## config.mk

```make
export PLATFORM = sky130hd
export DESIGN_NAME = block_sweep_flat
export DESIGN_NICKNAME = d
export VERILOG_FILES = /design/src/rtl/block_sweep_pkg.sv /design/src/rtl/block_sweep_if.sv /design/src/rtl/block_sweep_block.sv /design/src/rtl/block_sweep.sv /design/src/flat_wrapper.sv
export SDC_FILE = /design/constraint.sdc
export NUM_CORES = 1
export LEC_CHECK = 0
export BUFFER_PORTS_ARGS = -buffer_cell sky130_fd_sc_hd__clkbuf_2
export CORE_MARGIN = 1.5
export CORE_UTILIZATION = 60
export CTS_BUF_LIST = sky130_fd_sc_hd__clkbuf_4 sky130_fd_sc_hd__clkbuf_8
export DETAILED_ROUTE_END_ITERATION = 7
export PLACE_DENSITY_LB_ADDON = 0.3
export REMOVE_ABC_BUFFERS = 1
export SETUP_SLACK_MARGIN = 0.15
export SYNTH_ARGS = -nofsm -noshare
export SYNTH_HDL_FRONTEND = slang
export SYNTH_SLANG_ARGS = --single-unit
```

## constraint.sdc

```tcl
create_clock -name clk -period 5 [get_ports clk]
set_input_delay 0 -clock clk [delete_from_list [all_inputs] [get_ports clk]]
set_output_delay 0 -clock clk [all_outputs]
set_load 0.01 [all_outputs]
```

## src/rtl/block_sweep_pkg.sv

```systemverilog
// Shared types, sizes and the golden response function for the exhaustive sweep.
package block_pkg;

    localparam int unsigned NUM_VEC = 16;
    localparam int unsigned IDX_W   = 4;
    localparam int unsigned ERR_W   = 5;
    localparam int unsigned RES_W   = 2 * NUM_VEC;

    typedef enum logic [1:0] {
        S_IDLE   = 2'd0,
        S_DRIVE  = 2'd1,
        S_SAMPLE = 2'd2,
        S_DONE   = 2'd3
    } state_e;

    typedef struct packed {
        logic i0;
        logic i1;
        logic s0;
        logic s1;
    } stim_t;

    // Reference response {O0,O1} of the block under test for one stimulus vector.
    function automatic logic [1:0] golden(input stim_t v);
        logic a;
        logic b;
        logic c;
        a = v.s1 | v.i0;
        b = v.s0 & v.i1;
        c = a ^ b;
        golden = {(v.s0 ? (a | b) : c), (v.s1 ? c : (a & b))};
    endfunction

endpackage

```

## src/rtl/block_sweep_if.sv

```systemverilog
// Stimulus/response and status bundle between the sweeper and its environment.
interface block_sweep_if
    import block_pkg::*;
#(
    parameter int unsigned DWELL_W = 4
);
    logic               start;
    logic [DWELL_W-1:0] dwell;
    logic               o0;
    logic               o1;
    logic               i0;
    logic               i1;
    logic               s0;
    logic               s1;
    logic               busy;
    logic               done;
    logic [RES_W-1:0]   result;
    logic [ERR_W-1:0]   err_cnt;
    logic               pass;

    modport master (
        output start, dwell, o0, o1,
        input  i0, i1, s0, s1, busy, done, result, err_cnt, pass
    );

    modport slave (
        input  start, dwell, o0, o1,
        output i0, i1, s0, s1, busy, done, result, err_cnt, pass
    );
endinterface

```

## src/rtl/block_sweep_block.sv

```systemverilog
// Combinational block under test, reused here as the golden reference.
module block
    import block_pkg::*;
(
    input  logic i0,
    input  logic i1,
    input  logic s0,
    input  logic s1,
    output logic o0_c,
    output logic o1_c
);
    assign {o0_c, o1_c} = golden(stim_t'({i0, i1, s0, s1}));
endmodule

```

## src/rtl/block_sweep.sv

```systemverilog
// Walks all 16 input vectors through the downstream block, holding each for dwell+1
// cycles, then captures and checks the returned outputs against the golden block.
module block_sweep
    import block_pkg::*;
#(
    parameter int unsigned DWELL_W = 4
)(
    input  logic          clk,
    input  logic          rst_n,
    block_sweep_if.slave  bus
);
    localparam logic [1:0] IDLE   = 2'(S_IDLE);
    localparam logic [1:0] DRIVE  = 2'(S_DRIVE);
    localparam logic [1:0] SAMPLE = 2'(S_SAMPLE);
    localparam logic [1:0] DONE   = 2'(S_DONE);

    logic [1:0]         state_q, state_d;
    logic [IDX_W-1:0]   idx_q, idx_d;
    logic [DWELL_W-1:0] cnt_q, cnt_d;
    logic [DWELL_W-1:0] dwell_q, dwell_d;
    stim_t              stim_q, stim_d;
    logic               busy_q, busy_d;
    logic               done_q, done_d;
    logic [RES_W-1:0]   result_q, result_d;
    logic [ERR_W-1:0]   err_q, err_d;
    logic               pass_q, pass_d;
    logic [1:0]         gold_c;
    logic [1:0]         resp_c;

    // Golden outputs follow the registered stimulus, so they are settled in SAMPLE.
    block u_block (
        .i0   (stim_q.i0),
        .i1   (stim_q.i1),
        .s0   (stim_q.s0),
        .s1   (stim_q.s1),
        .o0_c (gold_c[1]),
        .o1_c (gold_c[0])
    );

    assign resp_c = {bus.o0, bus.o1};

    always_ff @(posedge clk or negedge rst_n) begin
        if (!rst_n) begin
            state_q  <= IDLE;
            idx_q    <= '0;
            cnt_q    <= '0;
            dwell_q  <= '0;
            stim_q   <= '0;
            busy_q   <= 1'b0;
            done_q   <= 1'b0;
            result_q <= '0;
            err_q    <= '0;
            pass_q   <= 1'b0;
        end else begin
            state_q  <= state_d;
            idx_q    <= idx_d;
            cnt_q    <= cnt_d;
            dwell_q  <= dwell_d;
            stim_q   <= stim_d;
            busy_q   <= busy_d;
            done_q   <= done_d;
            result_q <= result_d;
            err_q    <= err_d;
            pass_q   <= pass_d;
        end
    end

    // Next-state and next-output logic; every output is registered from these.
    always_comb begin
        state_d  = state_q;
        idx_d    = idx_q;
        cnt_d    = cnt_q;
        dwell_d  = dwell_q;
        stim_d   = stim_q;
        busy_d   = busy_q;
        done_d   = 1'b0;
        result_d = result_q;
        err_d    = err_q;
        pass_d   = pass_q;
        case (state_q)
            IDLE: begin
                if (bus.start) begin
                    dwell_d  = bus.dwell;
                    cnt_d    = bus.dwell;
                    idx_d    = '0;
                    stim_d   = '0;
                    result_d = '0;
                    err_d    = '0;
                    pass_d   = 1'b0;
                    busy_d   = 1'b1;
                    state_d  = DRIVE;
                end
            end
            DRIVE: begin
                if (cnt_q == '0) begin
                    state_d = SAMPLE;
                end else begin
                    cnt_d = cnt_q - DWELL_W'(1);
                end
            end
            SAMPLE: begin
                result_d[{idx_q, 1'b0} +: 2] = resp_c;
                if (resp_c != gold_c) begin
                    err_d = err_q + ERR_W'(1);
                end
                if (idx_q == IDX_W'(NUM_VEC - 1)) begin
                    stim_d  = '0;
                    busy_d  = 1'b0;
                    done_d  = 1'b1;
                    state_d = DONE;
                end else begin
                    idx_d   = idx_q + IDX_W'(1);
                    stim_d  = stim_t'(idx_q + IDX_W'(1));
                    cnt_d   = dwell_q;
                    state_d = DRIVE;
                end
            end
            DONE: begin
                pass_d  = (err_q == '0);
                state_d = IDLE;
            end
            default: state_d = IDLE;
        endcase
    end

    assign bus.i0      = stim_q.i0;
    assign bus.i1      = stim_q.i1;
    assign bus.s0      = stim_q.s0;
    assign bus.s1      = stim_q.s1;
    assign bus.busy    = busy_q;
    assign bus.done    = done_q;
    assign bus.result  = result_q;
    assign bus.err_cnt = err_q;
    assign bus.pass    = pass_q;
endmodule
```

## src/flat_wrapper.sv

```systemverilog
// flat-port wrapper written by rule: the top's interface ports become plain ports
module block_sweep_flat import block_pkg::*;
#(
    parameter int unsigned DWELL_W = 4
)
  (clk, rst_n, bus_start, bus_dwell, bus_o0, bus_o1, bus_i0, bus_i1, bus_s0, bus_s1, bus_busy, bus_done, bus_result, bus_err_cnt, bus_pass);
  block_sweep_if #(.DWELL_W(DWELL_W)) bus_i ();
  input  logic clk;
  input  logic rst_n;
  input wire logic [$bits(bus_i.start)-1:0] bus_start;
  input wire logic [$bits(bus_i.dwell)-1:0] bus_dwell;
  input wire logic [$bits(bus_i.o0)-1:0] bus_o0;
  input wire logic [$bits(bus_i.o1)-1:0] bus_o1;
  output wire logic [$bits(bus_i.i0)-1:0] bus_i0;
  output wire logic [$bits(bus_i.i1)-1:0] bus_i1;
  output wire logic [$bits(bus_i.s0)-1:0] bus_s0;
  output wire logic [$bits(bus_i.s1)-1:0] bus_s1;
  output wire logic [$bits(bus_i.busy)-1:0] bus_busy;
  output wire logic [$bits(bus_i.done)-1:0] bus_done;
  output wire logic [$bits(bus_i.result)-1:0] bus_result;
  output wire logic [$bits(bus_i.err_cnt)-1:0] bus_err_cnt;
  output wire logic [$bits(bus_i.pass)-1:0] bus_pass;
  assign bus_i.start = bus_start;
  assign bus_i.dwell = bus_dwell;
  assign bus_i.o0 = bus_o0;
  assign bus_i.o1 = bus_o1;
  assign bus_i0 = bus_i.i0;
  assign bus_i1 = bus_i.i1;
  assign bus_s0 = bus_i.s0;
  assign bus_s1 = bus_i.s1;
  assign bus_busy = bus_i.busy;
  assign bus_done = bus_i.done;
  assign bus_result = bus_i.result;
  assign bus_err_cnt = bus_i.err_cnt;
  assign bus_pass = bus_i.pass;
  block_sweep #(.DWELL_W(DWELL_W)) u_core (.clk(clk), .rst_n(rst_n), .bus(bus_i));
endmodule
```

### After elaboration in Yosys (flattened, before gate mapping)

Cells that the tools add are included.

* output and inout port bits: 44
* flip-flop bits (word level): 58

* bitwise gates (word level): 5
* equality and inequality tests: 11
* muxes and demuxes: 28
* reductions and logical operators: 14
* add/sub/neg operators: 4
* shift-type cells: 2

Operator list (count)
* $pmux W32 S2: 1
* $bwmux W32: 1
* $mux W32: 1
* $shift A2 B7 Y32 const A: 1
* $shiftx A2 B7 Y32: 1
* $mux W4: 6
* $pmux W4 S2: 2
* $pmux W4 S3: 1
* $mux W5: 2
* $pmux W5 S2: 1
* $reduce_and A3 Y1: 3
* $pmux W2 S4: 1
* $reduce_and A2 Y1: 4
* $mux W1: 7
* $neg A5 Y7: 1
* $mux W2: 3
* $ne A2 B1 Y1 const B: 3
* $ne A2 B2 Y1 const B: 3
* $add A5 B1 Y5 const B: 1
* $logic_not A5 Y1: 1
* $add A4 B1 Y4 const B: 1
* $eq A2 B2 Y1 const B: 2
* $eq A4 B4 Y1 const B: 1
* $logic_not A4 Y1: 1
* other kinds (11): 15

### Logic depth before layout (Yosys ltp)

Gate-level depths: netlist (run 1).

* depth after elaboration: 6
* mapped depth: 9

### By module

From an unflattened synthesis (run 1), not the netlist that was laid out.

* cell total of the unflattened synthesis: 374
* area, all modules: 3445.8 um^2

Modules (own cells, without submodules)
* block_sweep: times used 1, sequential area each 1451.4 um^2, area each 3377.0 um^2, cells each 365
* block: times used 1, sequential area each 0.0 um^2, area each 68.8 um^2, cells each 9

### Least setup slack after synthesis (run 1)

OpenSTA, ideal clock, no wires.

* path kind: register to register
* start point: register u_core.stim_q (netlist bit u_core.bus.s1)
* end point: register u_core.err_q[1], in the netlist u_core.bus.err_cnt[1]
* library setup time: 0.083 ns
* data arrival time: 1.971 ns
* buffers on the path: 0
* setup slack: 2.946 ns
* cell stages (with the launch flop): 8
* path through: dfrtp_1 -> or2_2 -> ha_1 -> mux2i_1 -> xor2_1 -> nand3_2 -> mux2_4 -> o22ai_1

* cells in the longest elaborated chain, start to end: 6
* elaborated cells between the ends (all ways): 9
* classes of those cells: eq/ne (2); mux (2); bitwise (4); reduce/logical (1)

RTL lines
* from (decl): line block_sweep.sv:21 `stim_t stim_q, stim_d;`
* from (signal assigned): line block_sweep.sv:59 `stim_q <= stim_d;`
* $or A1 B1 Y1: line block_sweep_pkg.sv:28 `a = v.s1 | v.i0;`
* $and A1 B1 Y1, or another cell as far along: line block_sweep_pkg.sv:31 `golden = {(v.s0 ? (a | b) : c), (v.s1 ? c : (a & b))};`
* $mux W1: line block_sweep_pkg.sv:31
* $ne A2 B2 Y1 (*): line block_sweep.sv:103 `if (resp_c != gold_c) begin`
* $ne A2 B1 Y1 (no line) (*)
* $reduce_and A3 Y1 (no line) (*)
* to (signal assigned): line block_sweep.sv:63 `err_q <= err_d;`
* to (decl): line block_sweep.sv:25 `logic [ERR_W-1:0] err_q, err_d;`

Mark *: on every way between the ends. The rest lies on a longest branch, timed or not.
A chain may end at the register's enable or synchronous reset.

### Worst setup path in the final report (run 1)

* start point: register u_core.state_q[0]
* end point: register u_core.err_q[0], in the netlist u_core.bus.err_cnt[0]

* cells in the longest elaborated chain, start to end: 3
* elaborated cells between the ends (all ways): 7
* classes of those cells: eq/ne (3); mux (1); reduce/logical (3)

RTL lines
* from (decl): line block_sweep.sv:17 `logic [1:0] state_q, state_d;`
* from (signal assigned): line block_sweep.sv:55 `state_q <= state_d;`
* $eq A2 B2 Y1 or $logic_not A2 Y1 (tied branches): line block_sweep.sv:80 `case (state_q)`
* $ne A2 B1 Y1 (no line), or another cell as far along
* $reduce_and A3 Y1 (no line)

Parallel ways exist; a longest one is shown, timed or not.

==> key figures, run 1 <==
Status
  – Outcome: complete, no violations

Timing
  – Final hold viol count: 0
  – RSZ-0062 raised after global routing: no
  – Share of the cycle needed by the critical path after routing: between 70% and 80%
  – Max-slew violation total from the final report: 0
  – Min Tclk post-route: 3.57 ns
  – Hold Worst Slack: about 0.025 ns
  – Slew headroom: approximately a third
  – Worst-case clock skew: about 0.0065 ns
  – Final-layout setup total negative slack: 0 ns
  – Final setup fails: 0
  – Actual transition at the worst max-transition pin: 1.02 ns
  – Maximum frequency from static timing analysis: ~280 MHz

Power
  – Net Sw Power: between 800 and 900 µW
  – Maximum resistive drop on vdd: roughly 0.00045 V
  – Power Internal: approximately 1.1 mW
  – Reported leakage power: approximately 1.8 nW
  – Seq pwr share: ~35%
  – Power density relative to cell area: 512 mW/mm²
  – Total power after layout: around 2.0 mW
  – Comb power frac: ~45%
  – Proportion of power drawn by the clock network: 20.8%
  – Proportion of total power due to net switching: between 40% and 50%

Cells and area
  – Final std cells w/o fill: between 400 and 500
  – Post-layout nets: 431
  – Final Cell Area: slightly below 0.004 mm²
  – Total inserted antenna cells: 0
  – Relative area change from synthesis to final layout: 14.6%
  – Fraction of layout cells with a size suffix above 1: 22.5%

Synthesis
  – Fraction of synthesized cell area in xor and xnor cells: 1.80%
  – Largest family of logic cells by synthesized area: simple AND/OR/NAND/NOR gates
  – Async set or reset register ratio after synthesis: between 90% and 100%
  – Adder and majority gate portion of the synthesized area: under 10%
  – Netlist area before placement: 0.00340 mm²
  – Portion of netlist area occupied by mux cells: under 10%
  – Simple-gate share of the synthesized area: between 20% and 30%
  – Count of flip-flops with a built-in enable after synthesis: 0
  – Count of unique library cells instantiated by Yosys: 55
  – Synth Instances: approximately 360
  – Compound-Gate Fraction of Synth Area: 15.8%
  – Fraction of post-synthesis cell area in the top cell type by area: between 40% and 50%
  – Syn. warnings: 0
  – Syn avg cell area: 9.54 µm²
  – Top area cells in the synthesized netlist: sky130_fd_sc_hd__dfrtp_1 43%, sky130_fd_sc_hd__mux2i_1 5.9%, sky130_fd_sc_hd__nand2_1 5.3%, sky130_fd_sc_hd__ha_1 5.2%, sky130_fd_sc_hd__o21ai_0 4.4%
  – Most common cell in the synthesized netlist: sky130_fd_sc_hd__dfrtp_1
  – Portion of the post-synthesis area used by sequential elements: 42.7%
  – Synthesis-stage register bit count: 58
  – Dominant register cell in the synthesized netlist: sky130_fd_sc_hd__dfrtp_1
  – Most used standard cells in the synthesized netlist: 58 x sky130_fd_sc_hd__dfrtp_1, 48 x sky130_fd_sc_hd__nand2_1, 30 x sky130_fd_sc_hd__o21ai_0
  – Cell accounting for the most synthesized area: sky130_fd_sc_hd__dfrtp_1

Floorplanning
  – Effective utilization at floorplan: about 62%
  – Floorplan die height: a little under 80 µm
  – DIE WIDTH: 78.2 µm
  – Full die area: 0.00612 mm²
  – Floorplan Core Area: roughly 0.0055 mm²
  – Row count: 27
  – I/O pin count: between 50 and 60

Drt
  – DRC violation count after routing: 0
  – Count of nets left with antenna violations after detail routing: 0
  – Wire length reported by the detailed router: ~8000 µm
  – 1st-iter DRT viols: between 200 and 300
  – First drt pass iteration count: 5
  – Mean routed wirelength per cell: approximately 16 µm
  – Routed vias: ~3000
  – Via/cell ratio: between 6 and 7

Global routing
  – Via count of the first global-routing pass: 2886
  – First-pass GRT wire length: 13600 µm
  – Number of antenna violations at the first check in global routing: 0
  – Global-route usage over all layers: 28.2%
  – GRT overflow: 0
  – Largest net degree at the start of global routing: 59

Clocking
  – Post-CTS setup buffer count: 0
  – Sink Count: slightly below 60
  – Clock root buffer master: sky130_fd_sc_hd__clkbuf_8
  – Number of CTS-inserted buffers: 9
  – Clock latency reported for the late side of the worst-skew pair: roughly 0.34 ns
  – Clock tree from TritonCTS: built
  – Clock transition at path regs: 0.07 ns
  – Maximum number of buffers from clock root to sink: 2
  – H-tree depth: 3

Critical path
  – Critical path buffers and inverters: 2
  – Critical Path Max Stage Delay: 0.94 ns
  – Gate family responsible for the most delay along the worst path: simple AND/OR/NAND/NOR gates
  – Required time at the worst-slack endpoint: between 5 and 6 ns
  – Crit end category: register
  – Max Fanout on Critical Path: 26
  – CP max-delay cell: sky130_fd_sc_hd__nand3_1
  – Setup CP Type: reg2reg
  – Kind of start point of the critical path: register
  – Sequence of cells on the critical path: inv_1 > ha_1 > clkinv_1 > nand3_1 > o21ai_0 > a211oi_1
  – Data arrival time of the critical path: 3.82 ns

Placement
  – Placed instance area: about 0.0037 mm²
  – DP Cell Count: 464
  – HPWL after detailed placement: roughly 5400 µm
  – Placer congestion estimate: around 0.87
  – Buffers added on ports: 52

Hold path
  – Hold Path Class: in2reg

Flow run
  – Number of maximum-capacitance constraint violations: 0
==> through the flow <==
step / utilization, % / worst slack [ns]
global route: 71.1 / 1.12
detailed placement: 66.7 / 1.62
CTS: 71.1 / 1.54
floorplan: - / 2.46
global placement: 66.7 / 1.84
finish: 71.1 / 1.43
==> worst paths after layout <==
path / from / to / slack, ns / cells after the start
worst max-delay path: u_core.state_q[0] / u_core.bus.err_cnt[0] / 1.43 / 6
worst min-delay path: bus_start / u_core.bus.pass / 0.03 / 3
worst max register to register: u_core.state_q[0] / u_core.bus.err_cnt[0] / 1.43 / 6
worst min register to register: u_core.bus.result[22] / u_core.bus.result[22] / 0.50 / 2
max in group asynchronous: rst_n / u_core.bus.result[22] / 4.19 / 3
min in group asynchronous: rst_n / u_core.bus.i0 / 0.34 / 3
==> tightest hold or removal path: cells and delay by family <==
kind | cells | cell delay (ns)
AO/OA/AOI/OAI | 2 | 0.15
buffers and inverters | 1 | 0.17
==> layer usage <==
layer  vias to the layer above  track usage [%]  part of all wire [%]
met4                         0             12.1                   1.4
met5                         -                0                     0
met3                        12             4.77                   5.4
li1                       1375                -                     -
met2                       119             47.7                    50
met1                      1423             35.8                    43
==> area by class of cell <==
type	count	area [µm²]
flip-flops and latches	58	1450
multi-input cells	265	1780
repair buffers	58	318
clock buffers	12	165
clock inverters	4	25.0
well taps	72	90.1
fillers	434	1580
inverters	16	60.1
==> registers in the layout, indices dropped and copies added (netlist names) <==
| register | count |
|---|---|
| u_core.bus.done | 1 |
| u_core.state_q | 2 |
| u_core.bus.result | 32 |
| u_core.bus.err_cnt | 5 |
| u_core.bus.s0 | 1 |
| u_core.bus.i0 | 1 |
| u_core.bus.i1 | 1 |
| u_core.bus.pass | 1 |
| u_core.bus.s1 | 1 |
| u_core.dwell_q | 4 |
| u_core.bus.busy | 1 |
| u_core.cnt_q | 4 |
| u_core.idx_q | 4 |
==> what timing repair did <==
action,4_1_cts,5_1_grt
hold buffers,5,0
hold endpoints to repair,65,0
gates resized for setup,0,0
==> cell usage in the layout (no fill, tap or decap), drive strengths merged, types with 3 or more instances in the layout <==
master	synthesis	routed
clkinv	1	3
xor2	4	4
o21ai	31	31
nand2	48	48
nor3	7	7
dlygate4sd3	0	5
nand4	6	6
clkbuf	4	64
nand2b	7	7
and2	5	5
o211ai	7	7
mux2i	20	20
inv	15	15
xnor2	3	3
o22ai	3	3
nor2b	4	4
nor2	23	23
o221ai	4	4
ha	14	14
a22oi	3	3
a21oi	13	13
mux2	9	9
nand3	23	23
a32oi	4	4
nor3b	4	4
dfrtp	58	58
a22o	4	4
==> power by group through the flow <==
stage                     clock, mW  combinational [mW]  sequential, mW
after floorplan                   0               0.620           0.687
after global placement            0               0.836           0.690
after detailed placement          0               0.860           0.696
after CTS                     0.414               0.880           0.686
after global routing          0.440               0.977           0.703
final                         0.414               0.889           0.690
==> cells by family (layout without fill, tap and decap cells) <==
logic type / after synthesis / after routing
simple gates: 135 / 135
mux: 29 / 29
compound gates: 80 / 80
fa+ha+maj: 14 / 14
buf+inv: 33 / 90
xor+xnor: 7 / 7
flops: 58 / 58
Note: power is estimated with default switching activity, not from simulation.
==> run 2, diff against run 1 <==
CORE_UTILIZATION = 59   (was 60)
clock period = 3.7 ns   (was 5 ns; I/O delays follow)
==> run 2 against run 1 <==
Against the previous run:
- via count decreased by 2.8%
- maximum frequency increased by 37%
- die area increased by 1.6%
- worst hold slack got worse by 0.0047 ns
- final cell count increased by 0.62%
- largest cell class unchanged
==> key figures, run 2 (synthesis gave the netlist of run 1 again) <==
Clocking
  – Post-cts gate resize count: 0 (unchanged)
  – H-tree depth: 3 (unchanged)
  – Clock transition at path regs: 0.06 ns (about the same)
  – Post-CTS setup buffer count: 0 (unchanged)
  – Clock latency reported for the late side of the worst-skew pair: 0.33 ns (about the same)
  – Number of CTS-inserted buffers: 9 (unchanged)
  – Sink Count: 58 (unchanged)
  – Clock root buffer master: sky130_fd_sc_hd__clkbuf_8
  – Clock tree from TritonCTS: built
  – Maximum number of buffers from clock root to sink: 2 (unchanged)

Timing
  – Actual transition at the worst max-transition pin: 0.949 ns (-0.0674 ns)
  – Slew headroom: 36.6% (+4.6 points)
  – Final hold viol count: 0 (unchanged)
  – Final-layout setup total negative slack: 0 ns (unchanged)
  – Share of the cycle needed by the critical path after routing: 70.5% (-0.91 points)
  – Final setup fails: 0 (unchanged)
  – Max-slew violation total from the final report: 0 (unchanged)
  – Worst-case clock skew: 0.00801 ns (+0.00151 ns)
  – Maximum frequency from static timing analysis: 383 MHz (+37%)
  – RSZ-0062 raised after global routing: no
  – Min Tclk post-route: 2.61 ns (-0.962 ns)

Global routing
  – Global-route usage over all layers: 27.0% (-1.3 points)
  – Largest net degree at the start of global routing: 59 (unchanged)
  – First-pass GRT wire length: 13000 µm (-4.2%)
  – GRT overflow: 0 (unchanged)
  – Number of antenna violations at the first check in global routing: 0 (unchanged)
  – Via count of the first global-routing pass: 2794 (-3.2%)

Drt
  – Routed vias: 2846 (-2.8%)
  – Wire length reported by the detailed router: 7600 µm (-4.9%)
  – Count of nets left with antenna violations after detail routing: 0 (unchanged)
  – DRC violation count after routing: 0 (unchanged)
  – First drt pass iteration count: 4 (-1)
  – 1st-iter DRT viols: 172 (-34%)
  – Mean routed wirelength per cell: 15.6 µm (-5.5%)
  – Via/cell ratio: 5.83 (-3.4%)

Critical path
  – FF-to-FF End: u_core.bus.result[29]
  – Data arrival time of the critical path: 2.80 ns (-1.02 ns)
  – Crit end category: register
  – Setup CP Type: reg2reg
  – Max Fanout on Critical Path: 17 (-35%)
  – Critical path destination: u_core.bus.result[29]
  – Kind of start point of the critical path: register
  – Number of cell instances on the worst register-to-register path: 7 (+1)
  – Reg-to-reg setup timing slack: 1.09 ns (-0.34 ns)
  – Critical Path Start: u_core.idx_q[0]
  – Startpoint of the worst register-to-register path: u_core.idx_q[0]
  – Required time at the worst-slack endpoint: 3.89 ns (-1.36 ns)

Cells and area
  – Final Cell Area: 0.00392 mm² (+0.58%)
  – Most common cell after layout, fill and taps aside: sky130_fd_sc_hd__dfrtp_1
  – Final-layout fill cell count: 421 (-3.0%)
  – Number of flip-flops in the largest register: 32 (unchanged)
  – Footprint of the flip-flops and latches: 0.00145 mm² (unchanged)
  – Fraction of layout cells with a size suffix above 1: 23.1% (+0.56 points)
  – Relative area change from synthesis to final layout: 15.2%
  – Highest-count cells in the layout ignoring fill and taps: 58 x sky130_fd_sc_hd__dfrtp_1, 52 x sky130_fd_sc_hd__clkbuf_2, 48 x sky130_fd_sc_hd__nand2_1, 30 x sky130_fd_sc_hd__o21ai_0, 23 x sky130_fd_sc_hd__nor2_1
  – Total area of multi-input combinational cells: 0.00178 mm² (unchanged)
  – Total inserted antenna cells: 0 (unchanged)
  – Post-layout nets: 434 (+0.70%)

Power
  – Proportion of power drawn by the clock network: 20.6% (-0.2 points)
  – Maximum resistive drop on vdd: 0.000498 V (+12%)
  – Power Internal: 1.53 mW (+38%)
  – Reported leakage power: 1.83 nW (+1.3%)
  – Power density relative to cell area: 688 mW/mm² (+34%)
  – Comb power frac: 45.2% (+0.6 points)
  – Net Sw Power: 1.16 mW (+31%)
  – Proportion of total power due to net switching: 43.2% (-1.2 points)
  – Seq pwr share: 34.2% (-0.4 points)

Floorplanning
  – Effective utilization at floorplan: 61.3% (-0.76 points)
  – Row count: 27 (unchanged)
  – Full die area: 0.00622 mm² (+1.6%)
  – Floorplan Core Area: 0.00554 mm² (+1.2%)
  – Floorplan die height: 78.9 µm (+0.81%)
  – DIE WIDTH: 78.9 µm (+0.81%)
  – I/O pin count: 53 (unchanged)

Status
  – Outcome: complete, no violations

Hold path
  – Hold Path Class: in2reg

Placement
  – HPWL after detailed placement: 5260 µm (-2.2%)
  – Placed instance area: 0.00367 mm² (+0.62%)
  – Buffers added on ports: 52 (unchanged)
  – Placer congestion estimate: 0.831 (-4.7%)

Flow run
  – Number of maximum-capacitance constraint violations: 0 (unchanged)
[run 2: changes by cell type in the layout (fill, tap and decap cells not counted), sizes merged]
cell,delta
clkbuf,+2
clkinvlp,-2
buf,+3
[run 2: repair_timing]
action / 4_1_cts / 5_1_grt
endpoints found under the hold margin: 65 / 0
hold buffers: 5 / 0
endpoints found under the setup margin: 0 / 0
[run 2: worst max-delay path, cell delays in order, from the launching register on]
cell and delay, ns:
sky130_fd_sc_hd__dfrtp_1 0.76, sky130_fd_sc_hd__inv_1 0.17, sky130_fd_sc_hd__ha_1 0.56, sky130_fd_sc_hd__nand3b_1 0.17, sky130_fd_sc_hd__a21oi_2 0.22, sky130_fd_sc_hd__mux2_2 0.35, sky130_fd_sc_hd__a22oi_1 0.13, sky130_fd_sc_hd__o21ai_0 0.10
[run 2: layer usage]
layer | track usage, % | up-vias | part of all wire [%]
li1 | - | 1383 | -
met4 | 10.5 | 0 | 1.3
met5 | 0 | - | 0
met1 | 36.5 | 1370 | 46
met3 | 4.60 | 9 | 4.4
met2 | 43.4 | 84 | 48
[run 2: cell type report]
cell class,count,area share [%]
multi-input cells,265,45.5
flip-flops and latches,58,37.1
repair buffers,61,8.69
clock buffers,14,4.60
well taps,72,2.30
inverters,16,1.53
clock inverters,2,0.256
[run 2: power by group through the flow]
stage,Combinational [mW],Sequential [mW],Clock (mW)
CTS,1.21,0.919,0.558
finish,1.22,0.922,0.554
global placement,1.15,0.921,0
global route,1.36,0.943,0.584
floorplan,0.838,0.929,0
detailed placement,1.20,0.931,0
[run 2: metrics by stage]
step / worst slack, ns / cells / power [mW] / hold slack [ns] / utilization [%]
after floorplan: 1.16 / 339 / 1.77 / -0.296 / -
after global placement: 1.25 / 467 / 2.08 / 0.185 / 66.3
final: 1.09 / 488 / 2.69 / 0.0204 / 70.7
after detailed placement: 1.16 / 467 / 2.13 / 0.198 / 66.3
after CTS: 1.12 / 488 / 2.69 / 0.00990 / 70.7
after global routing: 0.865 / 488 / 2.88 / 0.0799 / 70.7
[run 2: how the worst min path moves through the flow]
stage | start | end | slack [ns] | cells after the start
detailed placement | rst_n | u_core.bus.err_cnt[3] | 0.20 | 2
global route | bus_start | u_core.bus.pass | 0.08 | 3
floorplan | rst_n | u_core.bus.busy | -0.30 | 0
CTS | bus_start | u_core.bus.pass | 0.01 | 3
global placement | rst_n | u_core.bus.err_cnt[3] | 0.19 | 2
finish | bus_start | u_core.bus.pass | 0.02 | 3
